==> src/rtl/ram_ctrl.sv <==
// DRAM/ROM controller for the 68000-bus accelerator: row/column address mux,
// nRAS/nCAS sequencing for RAM cycles and CAS-before-RAS refresh, ROM strobes.
module ram_ctrl #(
  parameter int TRP_CYC     = 1,
  parameter int REF_RAS_CYC = 2
) (
  input  logic        CLK,
  input  logic        nRESET,
  input  logic [20:0] A,
  input  logic        nWE,
  input  logic        nAS,
  input  logic        nLDS,
  input  logic        nUDS,
  input  logic        CACT,
  input  logic        RAMCS,
  input  logic        ROMCS,
  input  logic        RefReq,
  input  logic        RefUrgent,
  output logic        Ready,
  output logic        RefAck,
  output logic [11:0] RA,
  output logic        nRAS,
  output logic        nCAS,
  output logic        nLWE,
  output logic        nUWE,
  output logic        nOE,
  output logic        nROMCS,
  output logic        nROMWE
);

  localparam logic [2:0] S_IDLE  = 3'd0;
  localparam logic [2:0] S_RAS   = 3'd1;
  localparam logic [2:0] S_CAS   = 3'd2;
  localparam logic [2:0] S_HOLD  = 3'd3;
  localparam logic [2:0] S_PRE   = 3'd4;
  localparam logic [2:0] S_REFC  = 3'd5;
  localparam logic [2:0] S_REFR  = 3'd6;

  localparam logic [3:0] TRP_LOAD = 4'(TRP_CYC - 1);
  localparam logic [3:0] REF_LOAD = 4'(REF_RAS_CYC - 1);

  logic [2:0] state_q, state_d;
  logic [3:0] cnt_q, cnt_d;
  logic       nras_q, nras_d;
  logic       ncas_q, ncas_d;
  logic       ack_q, ack_d;
  logic       done_q, done_d;
  logic       col;
  logic       ramgo;

  // done blocks a second access from the same CPU cycle once CAS has been reached
  assign ramgo = CACT & RAMCS & ~done_q;
  assign col   = (state_q == S_CAS) | (state_q == S_HOLD);

  always_comb begin
    state_d = state_q;
    cnt_d   = cnt_q;
    nras_d  = nras_q;
    ncas_d  = ncas_q;
    ack_d   = 1'b0;
    done_d  = done_q;
    if (!CACT) done_d = 1'b0;
    case (state_q)
      S_IDLE: begin
        // urgent refresh preempts a pending access; a plain request yields to it
        if (RefUrgent | (RefReq & ~ramgo)) begin
          state_d = S_REFC;
          ncas_d  = 1'b0;
        end else if (ramgo) begin
          state_d = S_RAS;
          nras_d  = 1'b0;
        end
      end
      S_RAS: begin
        state_d = S_CAS;
        ncas_d  = 1'b0;
        done_d  = 1'b1;
      end
      S_CAS: state_d = S_HOLD;
      S_HOLD: begin
        if (!CACT) begin
          state_d = S_PRE;
          nras_d  = 1'b1;
          ncas_d  = 1'b1;
          cnt_d   = TRP_LOAD;
        end
      end
      S_REFC: begin
        state_d = S_REFR;
        nras_d  = 1'b0;
        cnt_d   = REF_LOAD;
      end
      S_REFR: begin
        if (cnt_q == 4'd0) begin
          state_d = S_PRE;
          nras_d  = 1'b1;
          ncas_d  = 1'b1;
          ack_d   = 1'b1;
          cnt_d   = TRP_LOAD;
        end else begin
          cnt_d = cnt_q - 4'd1;
        end
      end
      S_PRE: begin
        if (cnt_q == 4'd0) state_d = S_IDLE;
        else cnt_d = cnt_q - 4'd1;
      end
      default: begin
        state_d = S_IDLE;
        nras_d  = 1'b1;
        ncas_d  = 1'b1;
      end
    endcase
  end

  always_ff @(posedge CLK or negedge nRESET) begin
    if (!nRESET) begin
      state_q <= S_IDLE;
      cnt_q   <= 4'd0;
      nras_q  <= 1'b1;
      ncas_q  <= 1'b1;
      ack_q   <= 1'b0;
      done_q  <= 1'b0;
    end else begin
      state_q <= state_d;
      cnt_q   <= cnt_d;
      nras_q  <= nras_d;
      ncas_q  <= ncas_d;
      ack_q   <= ack_d;
      done_q  <= done_d;
    end
  end

  assign nRAS   = nras_q;
  assign nCAS   = ncas_q;
  assign RefAck = ack_q;
  assign RA     = col ? {3'b000, A[8:0]} : A[20:9];
  assign Ready  = ~RAMCS | col;
  assign nLWE   = ~(~nWE & ~nLDS & col);
  assign nUWE   = ~(~nWE & ~nUDS & col);
  assign nOE    = ~(~nAS & nWE);
  assign nROMCS = ~(ROMCS & ~nAS);
  assign nROMWE = ~(ROMCS & ~nAS & ~nWE);

endmodule

==> config.mk <==
export PLATFORM = sky130hd
export DESIGN_NAME = ram_ctrl
export DESIGN_NICKNAME = d
export VERILOG_FILES = /design/src/rtl/ram_ctrl.sv
export SDC_FILE = /design/constraint.sdc
export NUM_CORES = 1
export LEC_CHECK = 0
export BUFFER_PORTS_ARGS = -buffer_cell sky130_fd_sc_hd__buf_2
export CAP_MARGIN = 20
export CORE_AREA = 2 2 51 58
export CTS_CLUSTER_DIAMETER = 200
export DETAILED_ROUTE_END_ITERATION = 8
export DIE_AREA = 0 0 53 60
export PLACE_DENSITY = 0.63
export SYNTH_ARGS = -nofsm -noshare
export SYNTH_HDL_FRONTEND = slang
export SYNTH_SLANG_ARGS = --single-unit
==> constraint.sdc <==
create_clock -name CLK -period 2.2 [get_ports CLK]
set_input_delay 0.33 -clock CLK [delete_from_list [all_inputs] [get_ports CLK]]
set_output_delay 0.33 -clock CLK [all_outputs]
set_load 0.02 [all_outputs]
==> results of run 1 <==
[worst max-delay path, cell delays in order, from the launching register on]
cell and delay [ns]:
sky130_fd_sc_hd__dfrtp_1 0.39, sky130_fd_sc_hd__nand2b_1 0.39, sky130_fd_sc_hd__mux2_1 0.42, sky130_fd_sc_hd__buf_2 0.16
[cell type report]
type | count | area (µm²)
multi-input cells | 68 | 483.0
repair buffers | 57 | 300.3
fillers | 274 | 1488
well taps | 33 | 41.29
clock buffers | 4 | 26.28
inverters | 3 | 11.26
flip-flops and latches | 11 | 277.8
[cell usage in the layout (no fill, tap or decap), drive strengths merged, types with 2 or more instances in the layout]
| cell | synthesis | routed |
|---|---|---|
| a21oi | 3 | 3 |
| a31oi | 4 | 4 |
| o22ai | 2 | 2 |
| dfrtp | 9 | 9 |
| clkbuf | 4 | 4 |
| nand2 | 7 | 7 |
| o21ai | 2 | 2 |
| or3 | 3 | 3 |
| nor2 | 5 | 5 |
| inv | 3 | 3 |
| mux2 | 10 | 10 |
| buf | 1 | 56 |
| o41ai | 2 | 2 |
| dfstp | 2 | 2 |
| nand2b | 8 | 8 |
| nor2b | 2 | 2 |
| and2 | 3 | 3 |
| o31ai | 2 | 2 |
[cells in the mapped netlist (2+ instances only)]
cell / count / area [µm²]
sky130_fd_sc_hd__clkbuf_1: 4 / 15.01
sky130_fd_sc_hd__nand2_1: 7 / 26.28
sky130_fd_sc_hd__o22ai_1: 2 / 12.51
sky130_fd_sc_hd__dfrtp_1: 9 / 225.2
sky130_fd_sc_hd__nor2b_1: 2 / 12.51
sky130_fd_sc_hd__mux2_1: 9 / 101.4
sky130_fd_sc_hd__inv_1: 3 / 11.26
sky130_fd_sc_hd__and2_1: 3 / 18.77
sky130_fd_sc_hd__nand2b_1: 8 / 50.05
sky130_fd_sc_hd__dfstp_2: 2 / 52.55
sky130_fd_sc_hd__o41ai_1: 2 / 17.52
sky130_fd_sc_hd__a31oi_1: 4 / 25.02
sky130_fd_sc_hd__a21oi_1: 3 / 15.01
sky130_fd_sc_hd__or3_1: 3 / 18.77
sky130_fd_sc_hd__nor2_1: 5 / 18.77
sky130_fd_sc_hd__o31ai_1: 2 / 15.01
[power by group]
group / leakage [nW] / switching (mW) / internal, mW
combinational: 0.411 / 0.558 / 0.424
sequential: 0.136 / 0.0638 / 0.303
clock: 0.0150 / 0.0713 / 0.0703
[cells by family after synthesis]
group           Yosys count  synth area share
compound gates           20            0.1785
fa+ha+maj                 1           0.01580
buf+inv                   8           0.03948
flops                    11            0.3507
mux                      10            0.1422
simple gates             37            0.2733
[routing by layer]
layer | track usage | vias up
met2 | 0.2750 | 24
met3 | 0.03500 | 4
li1 | - | 432
met5 | 0 | -
met4 | 0.08059 | 0
met1 | 0.1566 | 413
[how the worst max path moves through the flow]
| stage | from | end | slack [ns] | cells past startpoint |
|---|---|---|---|---|
| CTS | state_q[2] | RA[1] | 0.21 | 3 |
| detailed placement | cnt_q[0] | cnt_q[2] | 0.40 | 6 |
| floorplan | state_q[2] | RA[5] | 0.54 | 4 |
| global route | state_q[2] | nLWE | 0.11 | 3 |
| finish | state_q[2] | RA[7] | 0.24 | 3 |
| global placement | cnt_q[0] | cnt_q[2] | 0.47 | 6 |
[state kept, by name (all words and copies together), names as in the netlist]
name and flops:
cnt_q 4, state_q 3, nRAS 1, done_q 1, nCAS 1, RefAck 1
[metrics by stage]
stage	hold WS [ns]	instance area [µm²]	utilization	setup WS (ns)
after global placement	0.2167	1104	0.4200	0.4683
after floorplan	0.03441	792.0	-	0.5381
after CTS	0.3495	1140	0.4338	0.2090
after global routing	0.3695	1140	0.4338	0.1053
after detailed placement	0.2228	1104	0.4200	0.3959
final	0.3522	1140	0.4338	0.2416
==> Implementation_results.wiki, run 1 <==
{| class="wikitable"
! Metric !! Value
|-
| Result of the run || finished, final reports clean
|-
| Die X || 53 µm
|-
| Final Routed Wirelength || 2101 µm
|-
| Number of pins with negative max-slew slack in the final report || 0
|-
| Count of port buffers added during placement || 52
|-
| Max Fanout on Critical Path || 15
|-
| Met2 WL post-DR || 1118 µm
|-
| Power Dens Cells || 1308 mW/mm²
|-
| Path type of the worst min-delay path || input pin to flop
|-
| Number of nets in the finished design || roughly 180
|-
| Number of failing hold endpoints at the final stage || 0
|-
| Top routing layer in use || met4
|-
| End of the worst register-to-register path || cnt_q[2]
|-
| Commonest register cell after synthesis || sky130_fd_sc_hd__dfrtp_1
|-
| Met3 Wirelength || between 100 and 150 µm
|-
| Netlist Area Pre-Place || between 700 and 800 µm²
|-
| Placed Cells || about 170
|-
| Required time at the worst-slack endpoint || roughly 1.9 ns
|-
| Share of synthesized area occupied by flip-flops and latches || 0.3507
|-
| Setup_tns || 0 ns
|-
| Cell depth of the worst min-delay path || 4
|-
| Clock input transition at the sequential cells of the worst setup and hold paths || about 0.070 ns
|-
| Hold endpoint || nCAS
|-
| Post-Syn Instances || 87
|-
| Via-to-Cell Ratio || about 5.0
|-
| Fraction of registers with async set/reset || 1.000
|-
| Headroom to the max-slew limit || 0.6418
|-
| R2R depth || 6
|-
| Ys Warns || 0
|-
| Routability-driven placement congestion ratio || 0.7333
|-
| Reg2Reg Launch Point || cnt_q[0]
|-
| Root buffer cell || sky130_fd_sc_hd__clkbuf_4
|-
| Number of antenna cells inserted || 0
|-
| Hold path start || RefUrgent
|-
| Estimated wirelength of the detail-placed design || ~1700 µm
|-
| Row count || 20
|-
| Syn_area_per_cell || 9.104 µm²
|-
| Critical Path AT || around 1.6 ns
|-
| Starting density of the core || 0.3014
|-
| Static power due to leakage || about 0.56 nW
|-
| Vertical extent of the die || 60 µm
|-
| Flip-flop and latch count after synthesis || 11
|-
| Number of setup buffers added after CTS || 0
|-
| Net count of the mapped netlist || 120
|-
| Vias after detailed routing || slightly below 900
|-
| GR Util All Layers || 0.1506
|-
| Clock tree from TritonCTS || yes
|-
| Sinks on Clock Net || 11
|-
| Remaining DRCs || 0
|-
| Maximum operating frequency || 0.5106 GHz
|-
| Sum of internal, switching and leakage power || between 1 and 1.5 mW
|-
| Antenna violations before repair || 0
|-
| Worst setup EP type || output port
|-
| Post-synthesis to final-layout area growth || 43.92%
|-
| Max Buffers Root-to-Sink || 2
|-
| Total grt overflow || 0
|-
| CTS-repair resized insts || 0
|-
| Global-route wire length before repair || ~3500 µm
|-
| Final setup violation count || 0
|-
| Cts hold-fix bufs || 1
|-
| Max-capacitance violation count || 0
|-
| Final clock skew || between 0.004 and 0.005 ns
|-
| Kind of launch point of the worst setup path || flop
|-
| Placeable Area || roughly 0.0026 mm²
|-
| Via count of the first global-routing pass || slightly below 900
|-
| Maximum number of pins on one net before global-route repair || 16
|-
| Starting DRC count in detailed routing || 27
|-
| Number of top-level pins || 53
|-
| Overall die area || roughly 0.0032 mm²
|-
| Maximum resistive drop on vdd || between 0.0006 and 0.0007 V
|-
| Average wire per cell in the routed design || 11.94 µm
|-
| Setup repair after global routing missed its margin || no
|-
| Length of routed wiring on met1 || 849 µm
|-
| Startpoint-to-endpoint class of the critical path || flop to output port
|-
| Worst R2R Setup Slack || 0.39 ns
|-
| Tmin final || ~2.0 ns
|-
| Latest clock arrival within the worst-skew pair || approximately 0.27 ns
|-
| Drt pass-1 iters || 4
|-
| Post-route clock period utilization || 0.8902
|-
| Layout cell share with drive strength beyond 1 || 0.4476
|-
| CTS H-tree depth || 1
|-
| Post-route ant nets || 0
|-
| Number of enable flip-flop cells after synthesis || 0
|-
| CTS buffer count || 3
|-
| Number of distinct library cell variants in the gate-level netlist after synthesis || 35
|-
| Transition time of the tightest slew-check pin || ~0.54 ns
|-
| Post-route insts no fill || 176
|}
Note: power is estimated with default switching activity, not from simulation.
==> run 2: changes to the inputs <==
Settings changed: ABC_AREA set to 1, CORE_AREA 2 2 51 58 to 2 2 53 60, DIE_AREA 0 0 53 60 to 0 0 55 62, PLACE_DENSITY 0.63 to 0.62.
==> Implementation_results.wiki, run 2 <==
{| class="wikitable"
! Metric !! Value
|-
| Number of nets in the finished design || 228 (+29%)
|-
| Library cell with the highest instance count after synthesis || sky130_fd_sc_hd__nand2_1
|-
| Setup ws final || 0.2734 ns (+0.03182 ns)
|-
| Post-route clock period utilization || 0.8757 (-0.01446)
|-
| GR Util All Layers || 0.1304 (-0.02025)
|-
| Met1 track demand over resource || 0.1488 (-0.007780)
|-
| Result of the run || finished, final reports clean
|-
| Count of port buffers added during placement || 52 (unchanged)
|-
| Number of antenna cells inserted || 0 (unchanged)
|-
| Sequential cell area || 277.8 µm² (unchanged)
|-
| Ys Warns || 0 (unchanged)
|-
| Final setup violation count || 0 (unchanged)
|-
| Area post-placement || 0.001145 mm² (+3.7%)
|-
| Dominant delay contributor by cell family on the critical path || flip-flops
|-
| Most used standard cells in the synthesized netlist || sky130_fd_sc_hd__nand2_1 (63), sky130_fd_sc_hd__nor2_1 (13), sky130_fd_sc_hd__dfrtp_1 (9), sky130_fd_sc_hd__inv_1 (9)
|-
| Row count || 21 (+5.0%)
|-
| Die X || 55 µm (+3.8%)
|-
| Path type of the worst min-delay path || input pin to flop
|-
| Setup_tns || 0 ns (unchanged)
|-
| Final instance area || 0.001181 mm² (+3.6%)
|-
| Clock tree from TritonCTS || yes
|-
| Startpoint-to-endpoint class of the critical path || flop to output port
|-
| Overall die area || 0.003410 mm² (+7.2%)
|-
| Largest register FFs || 4 (unchanged)
|-
| Start point of the critical path || state_q[2]
|-
| Hold path start || CACT
|-
| Number of top-level pins || 53 (unchanged)
|-
| Number of enable flip-flop cells after synthesis || 0 (unchanged)
|-
| Routability-driven placement congestion ratio || 0.7947 (+8.4%)
|-
| CTS H-tree depth || 1 (unchanged)
|-
| Worst setup EP type || output port
|-
| Total grt overflow || 0 (unchanged)
|-
| Maximum number of pins on one net before global-route repair || 16 (unchanged)
|-
| Number of pins with negative max-slew slack in the final report || 0 (unchanged)
|-
| Starting DRC count in detailed routing || 14 (-48%)
|-
| Area occupied by multi-input gates || 504.2 µm² (+4.4%)
|-
| Net count of the mapped netlist || 172 (+43%)
|-
| Commonest register cell after synthesis || sky130_fd_sc_hd__dfrtp_1
|-
| Kind of launch point of the worst setup path || flop
|-
| Starting density of the core || 0.2978 (-0.003593)
|-
| Max Buffers Root-to-Sink || 2 (unchanged)
|-
| Tmin final || 1.927 ns (-0.03182 ns)
|-
| Cell with the largest stage delay on the worst path || sky130_fd_sc_hd__dfrtp_1
|-
| Area share of the leading cell type in the synthesized netlist || 0.2747 (-0.009651)
|-
| Static power due to leakage || 0.7073 nW (+26%)
|-
| Headroom to the max-slew limit || 0.7373 (+0.09548)
|-
| Post-synthesis to final-layout area growth || 37.21%
|-
| Max Fanout on Critical Path || 15 (unchanged)
|-
| Antenna violations before repair || 0 (unchanged)
|-
| Most common cell after layout, fill and taps aside || sky130_fd_sc_hd__nand2_1
|-
| Highest-count cells in the layout ignoring fill and taps || sky130_fd_sc_hd__nand2_1 (63), sky130_fd_sc_hd__buf_2 (52), sky130_fd_sc_hd__nor2_1 (13)
|-
| R2R depth || 7 (+1)
|-
| GRT Max-Usage Layer || met2
|-
| Flip-flop and latch count after synthesis || 11 (unchanged)
|-
| Estimated wirelength of the detail-placed design || 1890 µm (+13%)
|-
| Cell depth of the worst min-delay path || 3 (-1)
|-
| Dpl ws || 0.5483 ns (+0.1524 ns)
|-
| Reg2Reg Launch Point || cnt_q[0]
|-
| Sinks on Clock Net || 11 (unchanged)
|-
| Share of synthesized area occupied by flip-flops and latches || 0.3227 (-0.02804)
|-
| Number of failing hold endpoints at the final stage || 0 (unchanged)
|-
| CTS buffer count || 3 (unchanged)
|-
| Post-route ant nets || 0 (unchanged)
|-
| Transition time of the tightest slew-check pin || 0.3941 ns (-0.1432 ns)
|-
| Vias after detailed routing || 1009 (+16%)
|-
| Biggest area contributors in the synthesized netlist || sky130_fd_sc_hd__nand2_1 (27%), sky130_fd_sc_hd__dfrtp_1 (26%), sky130_fd_sc_hd__dfstp_2 (6.1%), sky130_fd_sc_hd__nor2_1 (5.7%), sky130_fd_sc_hd__nor2_2 (4.4%)
|-
| Post-Syn Instances || 139 (+60%)
|-
| Syn_area_per_cell || 6.193 µm² (-32%)
|-
| Fill cell instance count of the final layout || 329 (+20%)
|-
| M2 GR Usage || 0.2398 (-0.03520)
|-
| Average wire per cell in the routed design || 9.789 µm (-18%)
|-
| Met3 usage in global routing || 0.02632 (-0.008684)
|-
| Fraction of registers with async set/reset || 1.000 (unchanged)
|-
| Placeable Area || 0.002890 mm² (+10%)
|-
| Drt pass-1 iters || 2 (-2)
|-
| Delay of the slowest cell on the worst path || 0.58 ns (+0.16 ns)
|-
| Vertical extent of the die || 62 µm (+3.3%)
|-
| Buffers plus inverters on the worst setup path || 3 (+2)
|-
| Cell taking the most area after synthesis || sky130_fd_sc_hd__nand2_1
|-
| Required time at the worst-slack endpoint || 1.87 ns (about the same)
|-
| Netlist Area Pre-Place || 860.8 µm² (+8.7%)
|-
| Register ranked first by flip-flop count || cnt_q
|-
| Number of distinct library cell variants in the gate-level netlist after synthesis || 22 (-37%)
|-
| Power Dens Cells || 1419 mW/mm² (+8.5%)
|-
| Cells along the critical path || nor2_4, inv_2, nand2_4, inv_2, nand2_1, nand2_1, buf_2
|-
| Number of setup buffers added after CTS || 0 (unchanged)
|-
| Global-route wire length before repair || 3201 µm (-9.0%)
|-
| Clock input transition at the sequential cells of the worst setup and hold paths || 0.07 ns (about the same)
|-
| Setup repair after global routing missed its margin || no
|-
| Final Routed Wirelength || 2232 µm (+6.2%)
|-
| Maximum resistive drop on vdd || 0.0007417 V (+22%)
|-
| Root buffer cell || sky130_fd_sc_hd__clkbuf_4
|-
| Registers with the most flip-flops || cnt_q x4, state_q x3
|-
| Layout cell share with drive strength beyond 1 || 0.4072 (-0.04034)
|-
| Via-to-Cell Ratio || 4.425 (-11%)
|-
| Max-capacitance violation count || 0 (unchanged)
|-
| Number of cells on the critical path || 7 (+4)
|-
| Remaining DRCs || 0 (unchanged)
|-
| Latest clock arrival within the worst-skew pair || 0.26 ns (about the same)
|-
| Maximum operating frequency || 0.5191 GHz (+1.7%)
|-
| Final clock skew || 0.0005864 ns (-0.004150 ns)
|-
| Critical Path AT || 1.60 ns (-0.03 ns)
|-
| Via count of the first global-routing pass || 833 (-5.0%)
|}
-- run 2: changes by cell type in the layout (fill, tap and decap cells not counted), sizes merged, moves of 3 or more --
cell / change
a31oi: -4
and2: -3
buf: -4
inv: +13
mux2: -10
nand2: +62
nand2b: -8
nand3: +7
nor2: +15
nor3: +4
or3: -3
-- run 2: final timing paths --
path | slack, ns | end
max in group asynchronous | 1.47 | nCAS
hold / removal | 0.35 | done_q
setup reg to reg | 0.77 | cnt_q[2]
hold reg to reg | 0.46 | nRAS
setup / recovery | 0.27 | RA[0]
min in group asynchronous | 0.46 | state_q[1]
-- run 2: cells by family after synthesis --
family          count (synthesis)  share of synthesized area
buf+inv                        18                    0.09157
fa+ha+maj                       1                    0.01453
xor+xnor                        2                    0.02035
flops                          11                     0.3227
compound gates                  4                    0.02325
simple gates                  103                     0.5276
-- run 2: power by group --
part	switching [mW]	total, mW	internal [mW]
Combinational	0.766	1.14	0.378
Sequential	0.0966	0.397	0.300
Clock	0.0656	0.136	0.0701
Total	0.929	1.68	0.748
-- run 2: metrics by stage --
step	hold WS, ns	total power, mW	util	instances
global placement	0.2172	1.539	0.3961	223
global route	0.3480	1.870	0.4087	228
CTS	0.3420	1.698	0.4087	228
detailed placement	0.2166	1.551	0.3961	223
floorplan	0.03441	1.270	-	139
finish	0.3485	1.676	0.4087	228
-- run 2: area by class of cell --
type / count / area share
multi-input combinational: 110 / 0.4269
sequential: 11 / 0.2352
timing repair buffer: 53 / 0.2288
inverter: 16 / 0.05085
tap: 34 / 0.03602
clock buffer: 4 / 0.02225
-- run 2: timing repair --
item | 4_1_cts | 5_1_grt
hold buffers | 1 | 0
hold endpoints to repair | 9 | 0
gates resized for setup | 0 | 0
-- run 2: tightest hold or removal path: stages --
cell	delay, ns
sky130_fd_sc_hd__buf_2	0.13
sky130_fd_sc_hd__nand2_1	0.06
sky130_fd_sc_hd__nand2_1	0.05
-- run 2: per-layer routing --
layer,share of wire,up-vias
met4,0,0
met5,0,-
met2,0.46,50
met3,0.13,0
met1,0.41,423
li1,-,536
